### config.mk
export PLATFORM = sky130hd
export DESIGN_NAME = io_input_conditioner
export DESIGN_NICKNAME = d
export VERILOG_FILES = /design/src/rtl/io_input_conditioner.sv
export SDC_FILE = /design/constraint.sdc
export NUM_CORES = 1
export LEC_CHECK = 0
export ABC_CLOCK_PERIOD_IN_PS = 2900
export BUFFER_PORTS_ARGS = -buffer_cell sky130_fd_sc_hd__buf_2
export CAP_MARGIN = 20
export CORE_MARGIN = 2
export CORE_UTILIZATION = 60
export CTS_BUF_LIST = sky130_fd_sc_hd__clkbuf_4
export DETAILED_ROUTE_END_ITERATION = 12
export PLACE_DENSITY = 0.84
export SYNTH_ARGS = -nofsm -noshare
export SYNTH_HDL_FRONTEND = slang
export SYNTH_SLANG_ARGS = --single-unit
### constraint.sdc
create_clock -name clk -period 2.9 [get_ports clk]
set_input_delay 0.87 -clock clk [delete_from_list [all_inputs] [get_ports clk]]
set_output_delay 0.87 -clock clk [all_outputs]
set_load 0.02 [all_outputs]
### src/rtl/io_input_conditioner.sv
// -----------------------------------------------------------------------------
// io_input_conditioner
//
// Front end for the three IO input channels of the 16-bit CPU board. Each
// channel synchronises a raw asynchronous pin through two flops, debounces
// the synchronised level, and presents a clean level plus a pending-event
// flag. The flag is held until the consumer acknowledges it. A sticky overrun
// bit records an event that arrived while the previous one was still pending.
//
// Parameters:
//   DEBOUNCE_CYCLES  consecutive synchronised cycles a new value must persist
//                    before it is accepted (1 .. 2^CNT_W-1)
//   CNT_W            width of each channel's debounce counter
//
// Ports:
//   clk        system clock, all state updates on posedge
//   rst        synchronous, active-high reset
//   pin_in[2:0] raw asynchronous pins (bit0 = channel 1 .. bit2 = channel 3)
//   ack[2:0]   per-channel acknowledge pulse, clears the pending flag
//   i1..i3     debounced level per channel
//   i1sig..i3sig pending-event flag per channel
//   overrun[2:0] sticky per-channel overrun, cleared only by rst
//
// Optional feature (macro IO_RISE_ONLY_EN):
//   When defined, only debounced 0->1 transitions raise an event; 1->0
//   transitions still update the debounced level silently.
// -----------------------------------------------------------------------------
module io_input_conditioner #(
    parameter int DEBOUNCE_CYCLES = 16,
    parameter int CNT_W           = 8
) (
    input  logic       clk,
    input  logic       rst,
    input  logic [2:0] pin_in,
    input  logic [2:0] ack,
    output logic       i1,
    output logic       i2,
    output logic       i3,
    output logic       i1sig,
    output logic       i2sig,
    output logic       i3sig,
    output logic [2:0] overrun
);

    localparam int NCH = 3;

    // Terminal count: the edge that sees cnt at this value with the mismatch
    // still present is the edge that accepts the new level.
    localparam logic [CNT_W-1:0] CNT_LAST = CNT_W'(DEBOUNCE_CYCLES - 1);

    typedef enum logic {
        STABLE  = 1'b0,   // sync2 agrees with the debounced level
        CONFIRM = 1'b1    // sync2 differs, counting persistence
    } state_t;

    // ------------------------------------------------------------------------
    // State
    // ------------------------------------------------------------------------
    logic [NCH-1:0]   sync1_q, sync1_d;
    logic [NCH-1:0]   sync2_q, sync2_d;
    logic [NCH-1:0]   deb_q,   deb_d;
    logic [NCH-1:0]   pend_q,  pend_d;
    logic [NCH-1:0]   ovr_q,   ovr_d;
    state_t           state_q [NCH];
    state_t           state_d [NCH];
    logic [CNT_W-1:0] cnt_q   [NCH];
    logic [CNT_W-1:0] cnt_d   [NCH];

    // Per-channel strobes, combinational helpers only
    logic [NCH-1:0]   flip;
    logic [NCH-1:0]   evt;

    // ------------------------------------------------------------------------
    // Next-state logic
    // ------------------------------------------------------------------------
    always_comb begin
        // NOTE: every signal gets a default before any branch so that no path
        // leaves it unassigned; a missed default here would infer a latch.
        sync1_d = pin_in;
        sync2_d = sync1_q;
        deb_d   = deb_q;
        pend_d  = pend_q;
        ovr_d   = ovr_q;
        flip    = '0;
        evt     = '0;

        for (int ch = 0; ch < NCH; ch++) begin
            state_d[ch] = state_q[ch];
            cnt_d[ch]   = cnt_q[ch];

            // ---------------- debounce FSM ----------------
            unique case (state_q[ch])
                STABLE: begin
                    cnt_d[ch] = '0;
                    if (sync2_q[ch] != deb_q[ch]) begin
                        if (DEBOUNCE_CYCLES == 1) begin
                            // One cycle of persistence is already satisfied.
                            flip[ch] = 1'b1;
                        end else begin
                            state_d[ch] = CONFIRM;
                            cnt_d[ch]   = CNT_W'(1);
                        end
                    end
                end

                CONFIRM: begin
                    if (sync2_q[ch] == deb_q[ch]) begin
                        // Glitch rejected: input went back before the count
                        // completed, so no event and the count is discarded.
                        state_d[ch] = STABLE;
                        cnt_d[ch]   = '0;
                    end else if (cnt_q[ch] == CNT_LAST) begin
                        flip[ch]    = 1'b1;
                        state_d[ch] = STABLE;
                        cnt_d[ch]   = '0;
                    end else begin
                        cnt_d[ch]   = cnt_q[ch] + CNT_W'(1);
                    end
                end

                default: begin
                    state_d[ch] = STABLE;
                    cnt_d[ch]   = '0;
                end
            endcase

            if (flip[ch]) begin
                deb_d[ch] = ~deb_q[ch];
            end

            // ---------------- event qualification ----------------
`ifdef IO_RISE_ONLY_EN
            // Only a 0->1 acceptance counts; the old level is 0 on a rise.
            evt[ch] = flip[ch] & ~deb_q[ch];
`else
            evt[ch] = flip[ch];
`endif

            // ---------------- pending / overrun ----------------
            // Event has priority over ack. An ack on the same edge consumes
            // the old event, so overrun is recorded only if it is absent.
            if (evt[ch]) begin
                pend_d[ch] = 1'b1;
                if (pend_q[ch] && !ack[ch]) begin
                    ovr_d[ch] = 1'b1;
                end
            end else if (ack[ch]) begin
                pend_d[ch] = 1'b0;
            end
        end
    end

    // ------------------------------------------------------------------------
    // Registers
    // ------------------------------------------------------------------------
    // NOTE: non-blocking assignments here so every flop samples the values
    // from before the edge; blocking would let sync2 see this edge's sync1.
    always_ff @(posedge clk) begin
        if (rst) begin
            sync1_q <= '0;
            sync2_q <= '0;
            deb_q   <= '0;
            pend_q  <= '0;
            ovr_q   <= '0;
            for (int ch = 0; ch < NCH; ch++) begin
                state_q[ch] <= STABLE;
                cnt_q[ch]   <= '0;
            end
        end else begin
            sync1_q <= sync1_d;
            sync2_q <= sync2_d;
            deb_q   <= deb_d;
            pend_q  <= pend_d;
            ovr_q   <= ovr_d;
            for (int ch = 0; ch < NCH; ch++) begin
                state_q[ch] <= state_d[ch];
                cnt_q[ch]   <= cnt_d[ch];
            end
        end
    end

    // ------------------------------------------------------------------------
    // Outputs: straight from flops, no combinational path from inputs
    // ------------------------------------------------------------------------
    assign i1      = deb_q[0];
    assign i2      = deb_q[1];
    assign i3      = deb_q[2];
    assign i1sig   = pend_q[0];
    assign i2sig   = pend_q[1];
    assign i3sig   = pend_q[2];
    assign overrun = ovr_q;

endmodule

### Yosys cells after proc, flatten, opt, wreduce, memory -nomap -nowiden

Memories as Yosys holds them, arrays and structs flattened.
Cells that the tools add are included.

| storage, ports and cells | value |
|---|---|
| register bits after elaboration | 15 |
| memory bits (writable) | 27 |
| input port bits | 8 |
| output and inout port bits | 9 |
| word-level logic and storage cells | 97 |
| memories | 2 |

Memory list:

| memory | words | bits a word | rd ports | clocked after memory_dff | write ports | line | text |
|---|---|---|---|---|---|---|---|
| cnt_q | 3 | 8 | 3 | 0 | 3 | 66 | `logic [CNT_W-1:0] cnt_q [NCH];` |
| state_q | 3 | 1 | 3 | 0 | 3 | 64 | `state_t state_q [NCH];` |

| cells by class | value |
|---|---|
| $add $sub $neg | 3 |
| equal/unequal tests | 9 |
| multiplexer cells | 48 |
| bitwise gates (word level) | 12 |
| reductions and logical operators | 12 |

Operator list:

| operator | number |
|---|---|
| $mux W8 | 9 |
| $pmux W8 S2 | 3 |
| $mux W1 | 33 |
| $add A8 B1 Y8 const B | 3 |
| $eq A8 B4 Y1 const B | 3 |
| $not A1 Y1 | 6 |
| $or A1 B1 Y1 | 6 |
| $pmux W1 S2 | 3 |
| $reduce_and A2 Y1 | 3 |
| $reduce_bool A2 Y1 | 3 |
| $eq A1 B1 Y1 | 3 |
| $logic_and A1 B1 Y1 | 3 |
| $logic_not A1 Y1 | 3 |
| $ne A1 B1 Y1 | 3 |

### Depth between registers and ports, before layout

Gate-level depths: netlist (run 1).
An unclocked memory read counts as a cell.

| depth | value |
|---|---|
| depth in word-level cells | 6 |
| mapped depth | 4 |
| mapped depth without buffers | 4 |

### Worst setup path after synthesis (run 1)

OpenSTA, ideal clock, no wires.

| path | value |
|---|---|
| path kind | input -> register |
| from | input port rst |
| to | register ovr_q[2], in the netlist overrun[2] |
| setup time | 89 ps |
| data arrival time | 1,478 ps |
| data required time | 2,811 ps |
| path slack | 1,333 ps |
| stages | 3 |
| path buffers | 0 |
| path through | clkinv_1 nand3_1 o32ai_2 |

RTL lines:

| element | line | text |
|---|---|---|
| from (decl) | 33 | `input logic rst,` |
| to (signal assigned) | 174 | `ovr_q <= ovr_d;` |
| to (decl) | 63 | `logic [NCH-1:0] ovr_q, ovr_d;` |

### Final worst setup path (run 1)

| path | value |
|---|---|
| from | register deb_q[0] |
| to | output port i1 |

RTL lines:

| element | line | text |
|---|---|---|
| from (decl) | 61 | `logic [NCH-1:0] deb_q, deb_d;` |
| from (signal assigned) | 162 | `deb_q <= '0;` |
| from (signal assigned) | 172 | `deb_q <= deb_d;` |
| to (decl) | 36 | `output logic i1,` |

No word-level cell between the ends.

==> results of run 1 <==
per-stage QoR:
step	hold WS, ns	power (mW)
6_report	0.452	0.957
5_1_grt	0.476	0.994
4_1_cts	0.460	0.961
3_5_place_dp	0.433	0.620
3_3_place_gp	0.417	0.618
2_1_floorplan	0.414	0.611
kinds of logic (layout without fill, tap and decap cells):
group / after synthesis / count (layout)
adders and majority gates: 3 / 3
AOI/OAI and AO/OA: 47 / 47
muxes: 1 / 1
xor gates and xnor gates: 6 / 6
DFF: 42 / 42
and+or+nand+nor: 72 / 72
buffers and inverters: 14 / 34
sequential cells by signal, summed over array words and instances (netlist names):
signal and cells:
deb_q 3, cnt_q 24, state_q 3, overrun 3
sync1_q 3, sync2_q 3, pend_q 3
area by class of cell:
class                   instances  share of cell area, %
repair buffers                 16                   4.25
multi-input cells             129                   43.1
inverters                      11                   2.19
well taps                      31                   2.06
clock buffers                   5                   1.99
flip-flops and latches         42                   44.7
clock inverters                 2                   1.79
synth_stat cells (all sizes together):
cell     instances  share of area, %
ha               3               2.2
a221o            1              0.59
a31oi            2              0.73
o2bb2ai          1              0.51
o211ai           1              0.44
mux2             1              0.66
nand3           14               4.1
and3             3               1.1
o41ai            1              0.95
a311oi           2               1.0
nand4            6               2.2
nor3b            3               1.3
clkbuf           2              0.44
a21oi           15               4.4
nand2           11               2.4
or3             10               3.7
inv             10               2.2
o21ai           11               3.2
buf              1              0.29
o21bai           2              0.88
xnor2            3               1.5
o32ai            2               1.5
o22ai            2              0.73
dfxtp           42                49
clkinv           1              0.22
o311ai           1              0.51
a211oi           3               1.3
nand2b           3               1.1
nor2             8               1.8
or2              1              0.51
a22o             1              0.51
nor2b            7               2.6
nor4             2              0.73
nand3b           1              0.44
or4              3               1.3
a21o             1              0.44
a31o             1              0.51
xor2             3               1.5
worst min path at each step:
stage,start,to
6_report,sync1_q[2]$_SDFF_PP0_,sync2_q[2]$_SDFF_PP0_
5_1_grt,sync1_q[1]$_SDFF_PP0_,sync2_q[1]$_SDFF_PP0_
4_1_cts,sync1_q[2]$_SDFF_PP0_,sync2_q[2]$_SDFF_PP0_
3_5_place_dp,sync1_q[2]$_SDFF_PP0_,sync2_q[2]$_SDFF_PP0_
3_3_place_gp,sync1_q[1]$_SDFF_PP0_,sync2_q[1]$_SDFF_PP0_
2_1_floorplan,sync1_q[0]$_SDFF_PP0_,sync2_q[0]$_SDFF_PP0_
power groups by stage:
stage / clock [mW] / sequential (mW) / combinational (mW)
4_1_cts: 0.355 / 0.587 / 0.0194
3_3_place_gp: 0 / 0.600 / 0.0185
3_5_place_dp: 0 / 0.600 / 0.0193
5_1_grt: 0.385 / 0.588 / 0.0218
6_report: 0.350 / 0.587 / 0.0194
2_1_floorplan: 0 / 0.599 / 0.0120
metal layers:
metal	share of wire, %	track usage (%)	wire length, um
met5	0	0	0
met4	2.7	9.97	90
met2	50	37.9	1690
met1	43	25.9	1450
met3	4.6	7.94	157
==> flow_summary.yaml, run 1 <==
synthesis:
  netlist-cell-type-count: 40
  ys_seq_elements: 42
  synth.area.mux_share_pct: 0.660
  yosysSeqAreaShare_pct: 49.3
  synth.avg_cell_area_um2: 9.22
  yosys.area_share.simple_pct: 23.3
  synth_area_um2: 1710
  syn_inst: 185
  synth_fa_ha_area_share_pct: 2.20
  synth_xor_area_share_pct: 3.08
  synth_fp_nets: 196
  synth_top_family_by_area: "simple AND/OR/NAND/NOR gates"
  synth_warnings: 0
  synth_compound_area_share_pct: 18.3
clocking:
  clock_latency_ns: 0.35
  cts_buffers: 5
  cts_hold_buf: 0
  cts_buffer_depth: 2
  cts_resized: 0
  cts_max_level: 2
  cts_sinks: 42
  cts_tree: "yes"
  clk_pin_slew_ns: 0.11
  cts_setup_buffers: 0
  cts_root_buf: "clkbuf_4"
place:
  numPlacedInstances: 229
  gp_congestion: 0.742
  placed_area_um2: 1810
  place_worst_setup_slack_ns: 0.806
  place.detailed.hpwl_um: 2420
  port_buffers: 16
setup_path:
  reg2reg_to: "deb_q[2]$_SDFFE_PP0P_"
  crit_fanout: 3
  endpoint_kind: "output pin"
  start_kind: "flip-flop"
  reg2reg_from: "cnt_q[0][21]$_SDFF_PP0_"
  path_depth: 1
  endpoint: "i1"
  r2r_slack_ns: 1.18
  crit_buf_inv: 1
  critPathArrivalTime_ns: 0.93
  path_class: "reg2out"
  crit_path_start: "deb_q[0]$_SDFFE_PP0P_"
  slowest_delay_ns: 0.40
  reg2regPathDepth: 3
  cp_slowest_cell: "dfxtp_1"
  path_delay_family: "flip-flops"
  cp.required_ns: 2.03
  worstPathCellList: "buf_2"
global_route:
  grt_pass1_vias: 1380
  grt_max_degree: 16
  track_usage_pct: 22.6
  antenna_found_initial: 0
  globalRouteOverflowTotal: 0
  grt_first_pass_wirelength_um: 5680
timing:
  fin_ws_ns: 1.10
  slew_headroom_pct: 49.8
  tightest_slew_ns: 0.745
  clock_skew_ns: 0.00833
  max_freq_ghz: 0.555
  fin_crit_ns: 1.80
  rsz0062_at_grt: "no"
  slew_violations: 0
  hold_violations: 0
  tns_ns: 0
  finalSetupViolations: 0
  fin_crit_sh_pct: 62.1
detailed_routing:
  finalWirelength_um: 3390
  antenna_left: 0
  drc: 0
  detail_route.iter0.violations: 42
  vias: 1444
  vias_per_cell: 6.12
  post_drt_wl_per_cell_um: 14.3
  drtPass1Iterations: 4
power_and_ir_drop:
  intPower_mw: 0.766
  p_clk_share_pct: 36.6
  comb_power_share_pct: 2.0
  swShare_pct: 19.9
  p_per_area_nw_per_um2: 508
  p_switching_mw: 0.191
  vdd_drop_max_uv: 529
  seq_power_share_pct: 61.4
  leakagePower_nw: 0.679
floorplanning:
  initial_core_util_pct: 62.4
  dieWidth_um: 57.3
  rows: 19
  die_height_um: 57.3
  dieArea_um2: 3290
  io-pin-count: 17
  coreArea_um2: 2730
outcome:
  outcome: "finished, final reports clean"
finish:
  instances_no_fill: 236
  drive_above_1_share_pct: 13.7
  ff_latch_area_um2: 841
  area_delta_synth_final_pct: 10.4
  final_cell_area_um2: 1880
  fin_util_pct: 68.9
  final_common_cell: "dfxtp_1"
  fill_cells: 225
  fin_nets: 216
  antenna_cells: 0
  final_cell_mix: "42 x dfxtp_1, 16 x buf_2, 15 x a21oi_1"
  multiInputGateArea_um2: 811
worst_hold_path:
  hold_class: "reg2reg"
  hold_depth: 1
job:
  maxCapViolations: 0
(Power assumes the default switching activity.)
==> run 2, diff against run 1 <==
Settings changed: ABC_AREA set to 1, ABC_CLOCK_PERIOD_IN_PS 2900 to 1750.
Clock period 2.9 ns to 1.75 ns, I/O delays scaled along.
==> run 2 against run 1 <==
  * Combinational power grew 110%
  * Sequential power grew 65%
  * Clock skew shrank 0.0045 ns
  * Via count shrank 5.6%
  * Critical path depth is the same
  * Synthesized area grew 4.1%
  * Cell area grew 2.8%
  * Die area grew 3.8%
  * Worst hold slack lost 0.080 ns
  * Register-to-register slack lost 0.78 ns
  * Sequential share of layout area shrank 1.2 points
  * Critical endpoint is now i3
==> flow_summary.yaml, run 2 <==
setup_path:
  critPathArrivalTime_ns: 0.94
  crit_fanout: 4
  slowest_delay_ns: 0.41
  endpoint_kind: "output pin"
  cp.required_ns: 1.22
  path_class: "reg2out"
  worstPathCellList: "buf_2"
  r2r_slack_ns: 0.40
  start_kind: "flip-flop"
  path_delay_family: "flip-flops"
  crit_buf_inv: 1
  crit_path_start: "deb_q[2]$_SDFFE_PP0P_"
  reg2reg_from: "cnt_q[0][0]$_SDFF_PP0_"
  cp_slowest_cell: "dfxtp_1"
global_route:
  use_met3_pct: 6.59
  grt_first_pass_wirelength_um: 4900
  track_usage_pct: 19.1
  use_met2_pct: 30.2
  globalRouteOverflowTotal: 0
  busiest_layer: "met2"
  antenna_found_initial: 0
  grt_pass1_vias: 1200
  grtUsageMet1_pct: 22.9
  grt_max_degree: 16
clocking:
  cts_hold_buf: 0
  cts_root_buf: "clkbuf_4"
  clock_latency_ns: 0.35
  cts_buffers: 5
  cts_resized: 0
  cts_buffer_depth: 2
  cts_max_level: 2
  cts_tree: "yes"
  clk_pin_slew_ns: 0.11
  cts_sinks: 42
  cts_setup_buffers: 0
timing:
  finalSetupViolations: 0
  fin_crit_ns: 1.47
  clock_skew_ns: 0.00379
  slew_headroom_pct: 84.4
  fin_crit_sh_pct: 83.7
  hold_ws_ns: 0.372
  max_freq_ghz: 0.682
  tightest_slew_ns: 0.234
  tns_ns: 0
  fin_ws_ns: 0.285
  hold_violations: 0
  rsz0062_at_grt: "no"
  slew_violations: 0
detailed_routing:
  vias_per_cell: 4.90
  antenna_left: 0
  post_drt_wl_per_cell_um: 10.3
  drtPass1Iterations: 4
  detail_route.iter0.violations: 29
  vias: 1363
  drc: 0
  finalWirelength_um: 2860
synthesis:
  synth_area_um2: 1780
  netlist-cell-type-count: 23
  synth.avg_cell_area_um2: 7.93
  synth_warnings: 0
  ys_top_cells_by_area: "dfxtp_1 47%, nor2_1 8.7%, inv_1 7.2%, nand2_1 7.0%, nand3_1 4.5%"
  synth_fp_nets: 235
  yosysSeqAreaShare_pct: 47.4
  synth_most_common_cell: "dfxtp_1"
  synth_common_cells: "42 x dfxtp_1, 41 x nor2_1, 34 x inv_1"
  synth-edff-count: 0
  syn_inst: 224
  ys.flop_type: "dfxtp_1"
  synth_top_cell_by_area: "dfxtp_1"
  synth_top_area_share_pct: 47.4
  ys_seq_elements: 42
  postSynth.asyncResetShare_pct: 0
floorplanning:
  io-pin-count: 17
  coreArea_um2: 2780
  rows: 19
  initial_core_util_pct: 63.8
  dieWidth_um: 58.4
  dieArea_um2: 3410
  die_height_um: 58.4
place:
  place_worst_setup_slack_ns: 0.387
  port_buffers: 16
  place.detailed.hpwl_um: 2130
  numPlacedInstances: 270
  placed_area_um2: 1890
  gp_congestion: 0.815
finish:
  final_common_cell: "dfxtp_1"
  antenna_cells: 0
  fill_cells: 223
  final_cell_area_um2: 1940
  final_cell_mix: "42 x dfxtp_1, 41 x nor2_1, 34 x inv_1"
  instances_no_fill: 278
  regMostFlops: "cnt_q"
  largest_register_ffs: 24
  fin_nets: 257
  area_delta_synth_final_pct: 9.02
  fin_util_pct: 69.6
  drive_above_1_share_pct: 18.6
power_and_ir_drop:
  leakagePower_nw: 0.824
  power_mw: 1.45
  p_per_area_nw_per_um2: 749
  vdd_drop_max_uv: 613
job:
  maxCapViolations: 0
worst_hold_path:
  hold_class: "in2reg"
  min_from: "pin_in[1]"
outcome:
  outcome: "finished, final reports clean"
[run 2: power breakdown]
group          internal (mW)  switching, mW  leakage (nW)
clock                  0.143          0.293        0.0277
combinational         0.0157         0.0257         0.456
sequential             0.966        0.00512         0.340
total                   1.13          0.324         0.824
[run 2: metal layers]
metal	up-vias	part of all wire (%)
li1	725	-
met1	616	48
met2	15	46
met3	7	3.7
met4	0	2.3
met5	-	0
[run 2: cell families after synthesis]
family                     after synthesis  share of synthesized area [%]
and+or+nand+nor                        115                           31.0
AOI/OAI and AO/OA                       10                           3.24
adders and majority gates                3                           2.11
buffers and inverters                   39                           8.88
DFF                                     42                           47.4
xor gates and xnor gates                15                           7.40
[run 2: cell type report]
class                      count  area (um2)  area share, %
timing repair buffer          17        87.6           4.52
tap                           31        38.8           2.00
clock inverter                 3        11.3          0.582
inverter                      37         143           7.37
multi-input combinational    143         777           40.1
clock buffer                   5        37.5           1.94
sequential                    42         841           43.4
[run 2: worst paths after layout]
path	end	depth (start not counted)
setup / recovery	i3	1
hold / removal	sync1_q[1]$_SDFF_PP0_	3
setup reg to reg	cnt_q[0][7]$_SDFF_PP0_	5
hold reg to reg	sync2_q[1]$_SDFF_PP0_	2
==> run 3, diff against run 2 <==
Settings changed: ABC_AREA 1 to 0, ABC_CLOCK_PERIOD_IN_PS 1750 to 1530.
Clock period 1.75 ns to 1.53 ns, I/O delays scaled along.
==> run 3 against run 2 <==
  * Setup slack got worse by 0.23 ns
  * Largest cell class unchanged
  * Flip-flop and latch count stayed put
  * Sequential power increased by 14%
  * Register-to-register slack lost 0.35 ns
  * Cell count fell by 12%
  * Sequential share of layout area fell by 0.63 points
  * Global-route usage rose by 3.9 points
==> flow_summary.yaml, run 3 (synthesis gave the netlist of run 1 again) <==
outcome:
  outcome: "finished, final reports clean"
finish:
  fin_util_pct: 71.9
  final_cell_mix: "41 x dfxtp_1, 16 x buf_2, 15 x a21oi_1"
  drive_above_1_share_pct: 20.1
  antenna_cells: 0
  fin_nets: 224
  regMostFlops: "cnt_q"
  area_delta_synth_final_pct: 15.3
  fill_cells: 213
  largest_register_ffs: 24
  final_common_cell: "dfxtp_1"
timing:
  slew_violations: 0
  rsz0062_at_grt: "no"
  fin_crit_ns: 1.48
  tns_ns: 0
  max_freq_ghz: 0.677
  slew_headroom_pct: 74.2
  fin_crit_sh_pct: 96.5
  clock_skew_ns: 0.0166
  finalSetupViolations: 0
  hold_violations: 0
  tightest_slew_ns: 0.387
floorplanning:
  dieWidth_um: 57.3
  initial_core_util_pct: 62.4
  rows: 19
  die_height_um: 57.3
  dieArea_um2: 3290
  io-pin-count: 17
  coreArea_um2: 2730
global_route:
  globalRouteOverflowTotal: 0
  use_met3_pct: 6.12
  antenna_found_initial: 0
  grt_max_degree: 15
  grt_pass1_vias: 1372
  grt_first_pass_wirelength_um: 5810
  grtUsageMet1_pct: 26.9
  busiest_layer: "met2"
  use_met2_pct: 39.1
  track_usage_pct: 23.0
setup_path:
  cp.required_ns: 1.82
  start_kind: "flip-flop"
  critPathArrivalTime_ns: 1.76
  slowest_delay_ns: 0.54
  path_delay_family: "simple AND/OR/NAND/NOR gates"
  cp_slowest_cell: "or4_4"
  worstPathCellList: "or4_4 -> or2_4 -> o32ai_2"
  crit_buf_inv: 0
  path_class: "reg2reg"
  crit_fanout: 5
  endpoint_kind: "flip-flop"
detailed_routing:
  finalWirelength_um: 3520
  antenna_left: 0
  drc: 0
  vias: 1488
  post_drt_wl_per_cell_um: 14.4
  detail_route.iter0.violations: 57
  vias_per_cell: 6.07
  drtPass1Iterations: 4
clocking:
  cts_sinks: 42
  cts_buffers: 5
  cts_setup_buffers: 0
  cts_buffer_depth: 2
  cts_resized: 0
  cts_tree: "yes"
  cts_max_level: 2
  cts_root_buf: "clkbuf_4"
  cts_hold_buf: 0
  clk_pin_slew_ns: 0.14
  clock_latency_ns: 0.36
power_and_ir_drop:
  power_mw: 1.88
  p_per_area_nw_per_um2: 957
  vdd_drop_max_uv: 926
  leakagePower_nw: 0.719
place:
  place.detailed.hpwl_um: 2550
  gp_congestion: 0.831
  port_buffers: 16
job:
  maxCapViolations: 0
worst_hold_path:
  hold_class: "in2reg"
==> run 3: cell count changes in the layout (fill, tap and decap cells not counted), moves of 7 or more <==
cell     delta
inv_1      -24
or3_1       +9
nor2_2     -11
nor2_1     -33
o21ai_0    +11
nand2_1    -22
a21oi_1     +8
nor2b_1     +7
buf_4       +7
==> run 3: final timing paths <==
check        slack [ns]                    start                 endpoint  cells past startpoint
max                0.05  cnt_q[0][20]$_SDFF_PP0_  overrun[2]$_SDFFE_PP0P_                      3
min                0.30                pin_in[1]    sync1_q[1]$_SDFF_PP0_                      2
max reg2reg        0.05  cnt_q[0][20]$_SDFF_PP0_  overrun[2]$_SDFFE_PP0P_                      3
min reg2reg        0.45    sync1_q[2]$_SDFF_PP0_    sync2_q[2]$_SDFF_PP0_                      1
==> run 3: layout make-up <==
class / count / area, um2 / area share [%]
clock inverters: 3 / 43.8 / 2.23
flip-flops and latches: 42 / 842 / 42.8
inverters: 11 / 41.3 / 2.10
multi-input cells: 129 / 823 / 41.9
repair buffers: 24 / 140 / 7.12
well taps: 31 / 38.8 / 1.97
clock buffers: 5 / 37.5 / 1.91
==> run 3: worst register-to-register path: stages (launching register included) <==
cell	delay, ns
dfxtp_1	0.37
or4_4	0.54
or2_4	0.27
o32ai_2	0.23
==> run 3: report_power, final <==
group / switching (mW) / total [mW] / internal (mW)
Clock: 0.379 / 0.726 / 0.347
Sequential: 0.00721 / 1.11 / 1.11
Combinational: 0.0229 / 0.0442 / 0.0213
==> run 3: routing by layer <==
metal  wire (um)  up-vias
li1            -      733
met1        1480      712
met2        1840       34
met3         129        9
met4          70        0
met5           0        -
==> run 3: metrics by stage <==
| stage | setup slack (ns) | cell area [um2] | std cells | hold WS (ns) |
|---|---|---|---|---|
| after floorplan | 0.0310 | 1710 | 185 | 0.414 |
| after global placement | 0.0687 | 1870 | 237 | 0.417 |
| after detailed placement | 0.0308 | 1870 | 237 | 0.425 |
| after CTS | 0.00668 | 1950 | 245 | 0.296 |
| after global routing | 0.00471 | 1970 | 245 | 0.302 |
| final | 0.0535 | 1970 | 245 | 0.302 |
